--- config.mk ---
export PLATFORM = sky130hd
export DESIGN_NAME = gbc_oam_dma
export DESIGN_NICKNAME = d
export VERILOG_FILES = /design/src/rtl/gbc_oam_dma.sv
export SDC_FILE = /design/constraint.sdc
export NUM_CORES = 1
export LEC_CHECK = 0
export CAP_MARGIN = 15
export CORE_ASPECT_RATIO = 0.8
export CORE_MARGIN = 2
export CORE_UTILIZATION = 40
export CTS_CLUSTER_SIZE = 24
export DETAILED_ROUTE_END_ITERATION = 8
export GPL_ROUTABILITY_DRIVEN = 0
export PLACE_DENSITY_LB_ADDON = 0.05
export SYNTH_ARGS = -nofsm -noshare
export SYNTH_HDL_FRONTEND = slang
export SYNTH_SLANG_ARGS = --single-unit
--- constraint.sdc ---
create_clock -name Clk -period 2.62 [get_ports Clk]
set_clock_uncertainty 0.2 [all_clocks]
set_input_delay 0.655 -clock Clk [delete_from_list [all_inputs] [get_ports Clk]]
set_output_delay 0.655 -clock Clk [all_outputs]
set_load 0.05 [all_outputs]
--- src/rtl/gbc_oam_dma.sv ---
// gbc_oam_dma: OAM DMA engine for $FF46, copies OamBytes bytes from {Base,00} into OAM.
// Echo-RAM sources (E0-FF) fold down by 20h; a write while busy restarts the transfer.
module gbc_oam_dma #(
    parameter string DeviceType = "Xilinx",
    parameter int    OamBytes   = 160
) (
    input  logic        Clk,
    input  logic        Reset,
    input  logic        ClkEn,
    input  logic        RegWrite,
    input  logic [7:0]  RegDin,
    output logic [7:0]  RegDout,
    output logic        Busy,
    output logic [15:0] SrcAddress,
    output logic        SrcAccess,
    output logic        SrcWrite,
    input  logic [7:0]  SrcDin,
    input  logic        SrcReady,
    input  logic        SrcDataReady,
    output logic [7:0]  OamAddress,
    output logic        OamWrite,
    output logic [7:0]  OamDout
);
    localparam logic [7:0] LAST = 8'(OamBytes - 1);

    typedef enum logic [2:0] {IDLE, START, REQ, WAIT, WR} state_t;

    state_t     state, state_nxt;
    logic [7:0] reg_q, base_q, idx_q, dout_q;
    logic       last, capture;

    if (DeviceType != "Xilinx") begin : g_generic
    end

    always_comb begin
        last = idx_q == LAST;
        capture = !RegWrite && ((state == REQ && SrcReady && SrcDataReady) || (state == WAIT && SrcDataReady));
        state_nxt = state;
        if (RegWrite)
            state_nxt = START;
        else
            case (state)
                IDLE:    state_nxt = IDLE;
                START:   state_nxt = REQ;
                REQ:     state_nxt = SrcReady ? (SrcDataReady ? WR : WAIT) : REQ;
                WAIT:    state_nxt = SrcDataReady ? WR : WAIT;
                WR:      state_nxt = last ? IDLE : REQ;
                default: state_nxt = IDLE;
            endcase
    end

    always_ff @(posedge Clk)
        if (Reset) begin
            state  <= IDLE;
            reg_q  <= '0;
            base_q <= '0;
            idx_q  <= '0;
            dout_q <= '0;
        end else if (ClkEn) begin
            state <= state_nxt;
            if (RegWrite) begin
                reg_q  <= RegDin;
                base_q <= RegDin >= 8'hE0 ? RegDin - 8'h20 : RegDin;
                idx_q  <= '0;
            end else if (state == WR && !last)
                idx_q <= idx_q + 8'd1;
            if (capture)
                dout_q <= SrcDin;
        end

    // a restart landing on the WR cycle drops that byte's write
    assign OamWrite   = state == WR && !RegWrite;
    assign Busy       = state != IDLE;
    assign SrcAccess  = state == REQ;
    assign SrcWrite   = 1'b0;
    assign SrcAddress = {base_q, idx_q};
    assign OamAddress = idx_q;
    assign OamDout    = dout_q;
    assign RegDout    = reg_q;
endmodule

==> summary.txt, run 1 <==
Pwr
  – P per Cell Area: 451 mW/mm²
  – Worst vdd ir: roughly 0.34 mV
  – Leak: between 0.8 and 0.9 nW

Yosys
  – Library cells used by synthesis: 38
  – Post-synth EDFFs: 0
  – Mapped Cells: about 180
  – Mapped Area: 0.00143 mm²
  – Syn Area/Cell: between 8 and 9 µm²
  – Syn. warnings: 0
  – Post-synthesis sequential area ratio: approximately 42%
  – FF+latch count, synth: 30
  – Syn_nets: 200
  – Async set or reset register ratio after synthesis: 0%
  – Top_reg_cell synth: dfxtp_1

Clock network
  – Clk sinks: 30
  – Max H-tree Level: 2
  – Post-CTS setup buffer count: 0
  – CTS Buf Count: 5
  – CTS tree: done
  – Clock-pin slew on the worst setup and hold paths: ~0.060 ns
  – CTS root buf: clkbuf_8
  – Max Buffers Root-to-Sink: 2
  – Clk_lat worst skew: approximately 0.27 ns

Detailed routing
  – Detail Route Antenna Nets: 0
  – TritonRoute pass-1 iters: 4
  – Via-to-Cell Ratio: 5.08
  – Initial DRC Count: about 50
  – Wire length per cell: 12.3 µm
  – Via Count: ~1400
  – Total wire length: around 3400 µm
  – Residual DRC: 0

STA
  – Endpoints failing setup: 0
  – Fin Setup TNS: 0 ns
  – F_max: 0.409 GHz
  – Final cycle utilization of the critical path: between 90% and 100%
  – Max-slew violations: 0
  – Unrepaired setup endpoints after global routing: false
  – Slew HR: 64.8%
  – Final Critical Period: approximately 2.4 ns
  – Worst hold slack: about 0.26 ns
  – Worst-Margin Slew: between 0.5 and 0.6 ns
  – Final Hold Viols: 0

Final layout
  – Inserted Diodes: 0
  – Fill cells: between 300 and 400
  – Nets@finish: about 260
  – Share of cells above drive strength 1: between 7 and 8%
  – Area grow syn2layout: 49.2%

Critical path
  – Reg2reg end: OamAddress[6]
  – Crit-path slowest cell: clkdlybuf4s50_1
  – Critical path required time: 1.76 ns
  – Reg2reg setup slack: 0.43 ns
  – CP Cell Sequence: clkdlybuf4s50_1
  – Critical Path Source Type: flop
  – Worst-path maximum fanout: 8
  – Reg2reg path depth: 5
  – Critical Path AT: 1.59 ns
  – CP Buf/Inv Count: 1
  – Largest delay contributor family on the critical path: buffers and inverters
  – Max stage delay on crit path: between 0.8 and 0.9 ns
  – R2R Path Start: state[2]
  – Worst setup path class: reg2out
  – Worst Setup End Kind: output port

Floorplanning
  – Die Wd: a little over 70 µm
  – Die area: between 0.004 and 0.005 mm²
  – Die H: between 50 and 60 µm
  – IO Pins: between 60 and 70
  – Row cnt: 19
  – Initial core utilization: around two fifths
  – Core area: approximately 0.0034 mm²

Placement
  – Detailed-placement wirelength estimate: ~2600 µm
  – Count of input and output buffers: 64

Global routing
  – First-pass GRT wire length: ~5500 µm
  – GR Overflow Total: 0
  – Initial antenna violation count: 0
  – Total GRT Usage: 16.8%
  – Vias in the first global route: 1302
  – Largest net degree at the start of global routing: 15

Run
  – Maxcap violations: 0

Worst hold path
  – Hold crit path type: reg2reg
  – Startpoint of the worst hold path: base_q[5]
  – Hold depth: 2
  – Hold endpoint: base_q[5]

Status
  – Outcome: finished clean
-- area by class of cell --
| cell class | count | area, µm² | area share [%] |
|---|---|---|---|
| clock inverters | 2 | 10.0 | 0.469 |
| repair buffers | 71 | 703 | 33.0 |
| inverters | 6 | 22.5 | 1.06 |
| clock buffers | 5 | 68.8 | 3.23 |
| multi-input cells | 119 | 674 | 31.6 |
| flip-flops and latches | 30 | 601 | 28.2 |
| well taps | 42 | 52.6 | 2.46 |
-- metal layers --
metal | vias to the layer above | GRT usage [%] | routed length, µm
li1 | 702 | - | -
met1 | 628 | 20.3 | 1470
met2 | 62 | 28.4 | 1580
met3 | 5 | 5.48 | 278
met4 | 0 | 5.93 | 38
met5 | - | 0 | 0
-- power by group --
group	switching [mW]	internal [mW]	leakage, nW
registers	0.00704	0.465	0.243
clock network	0.156	0.178	0.0438
logic	0.0888	0.0665	0.555
-- how the worst max path moves through the flow --
stage / start / to / cells past startpoint / slack, ns
6_report: OamAddress[2] / OamAddress[2] / 1 / 0.17
5_1_grt: OamAddress[2] / SrcAddress[2] / 1 / 0.12
4_1_cts: state[0] / Busy / 2 / 0.006
3_5_place_dp: RegWrite / OamAddress[6] / 6 / 0.04
3_3_place_gp: RegWrite / OamAddress[6] / 6 / 0.1
2_1_floorplan: OamAddress[0] / OamAddress[7] / 5 / 0.27
-- per-stage QoR --
step | area (µm²) | util [%] | total power, mW | cells | setup slack [ns]
finish | 2130 | 62.3 | 0.962 | 275 | 0.174
global route | 2130 | 62.3 | 1.00 | 275 | 0.116
CTS | 2130 | 62.2 | 0.978 | 275 | 0.00650
detailed placement | 2050 | 59.9 | 0.638 | 268 | 0.0353
global placement | 2050 | 59.9 | 0.635 | 268 | 0.0973
floorplan | 1430 | - | 0.571 | 176 | 0.266
-- cells in the mapped netlist (2+ instances only) --
cell | count | area (µm²)
dfxtp_1 | 30 | 601
nand2_1 | 27 | 101
nor2_1 | 19 | 71.3
a21oi_1 | 18 | 90.1
buf_4 | 14 | 105
mux2i_1 | 9 | 90.1
nand3_1 | 8 | 40.0
clkbuf_1 | 6 | 22.5
inv_1 | 6 | 22.5
or3_1 | 4 | 25.0
nand2b_1 | 3 | 18.8
o21ai_0 | 3 | 15.0
a211oi_1 | 2 | 15.0
ha_1 | 2 | 25.0
nand4_1 | 2 | 12.5
-- repair_timing --
item,CTS,global route
resized for setup,0,1
setup endpoints to repair,0,1
hold buffers,0,0
-- placed cells by master (no fill, tap or decap), drive strengths merged, types with 2 or more instances in the layout --
| cell type | count |
|---|---|
| nand4 | 2 |
| ha | 2 |
| nand2b | 3 |
| o21ai | 3 |
| or3 | 4 |
| clkinv | 2 |
| inv | 6 |
| nand3 | 8 |
| nor2 | 19 |
| clkbuf | 5 |
| nand2 | 27 |
| dfxtp | 30 |
| a211oi | 2 |
| clkdlybuf4s50 | 61 |
| buf | 9 |
| a21oi | 18 |
| mux2i | 9 |
-- flip-flops by register name, indices dropped and copies added (netlist names) --
signal      count
OamAddress      8
RegDout         8
base_q          3
OamDout         8
state           3
-- cell families after synthesis --
logic type               count (synthesis)  share of synthesized area [%]
AO/OA/AOI/OAI                           33                           13.9
XOR/XNOR                                 1                          0.613
adder cells (fa/ha/maj)                  2                           1.75
buffers and inverters                   27                           10.8
flip-flops                              30                           42.0
multiplexers                             9                           6.30
other                                    1                          0.262
AND/OR/NAND/NOR                         73                           24.3
(Power assumes the default switching activity.)
==> run 2, diff against run 1 <==
Settings changed: CAP_MARGIN 15 to 20.
==> results of run 2 <==
The final DEF is identical to that of run 1; final timing and power are the same.
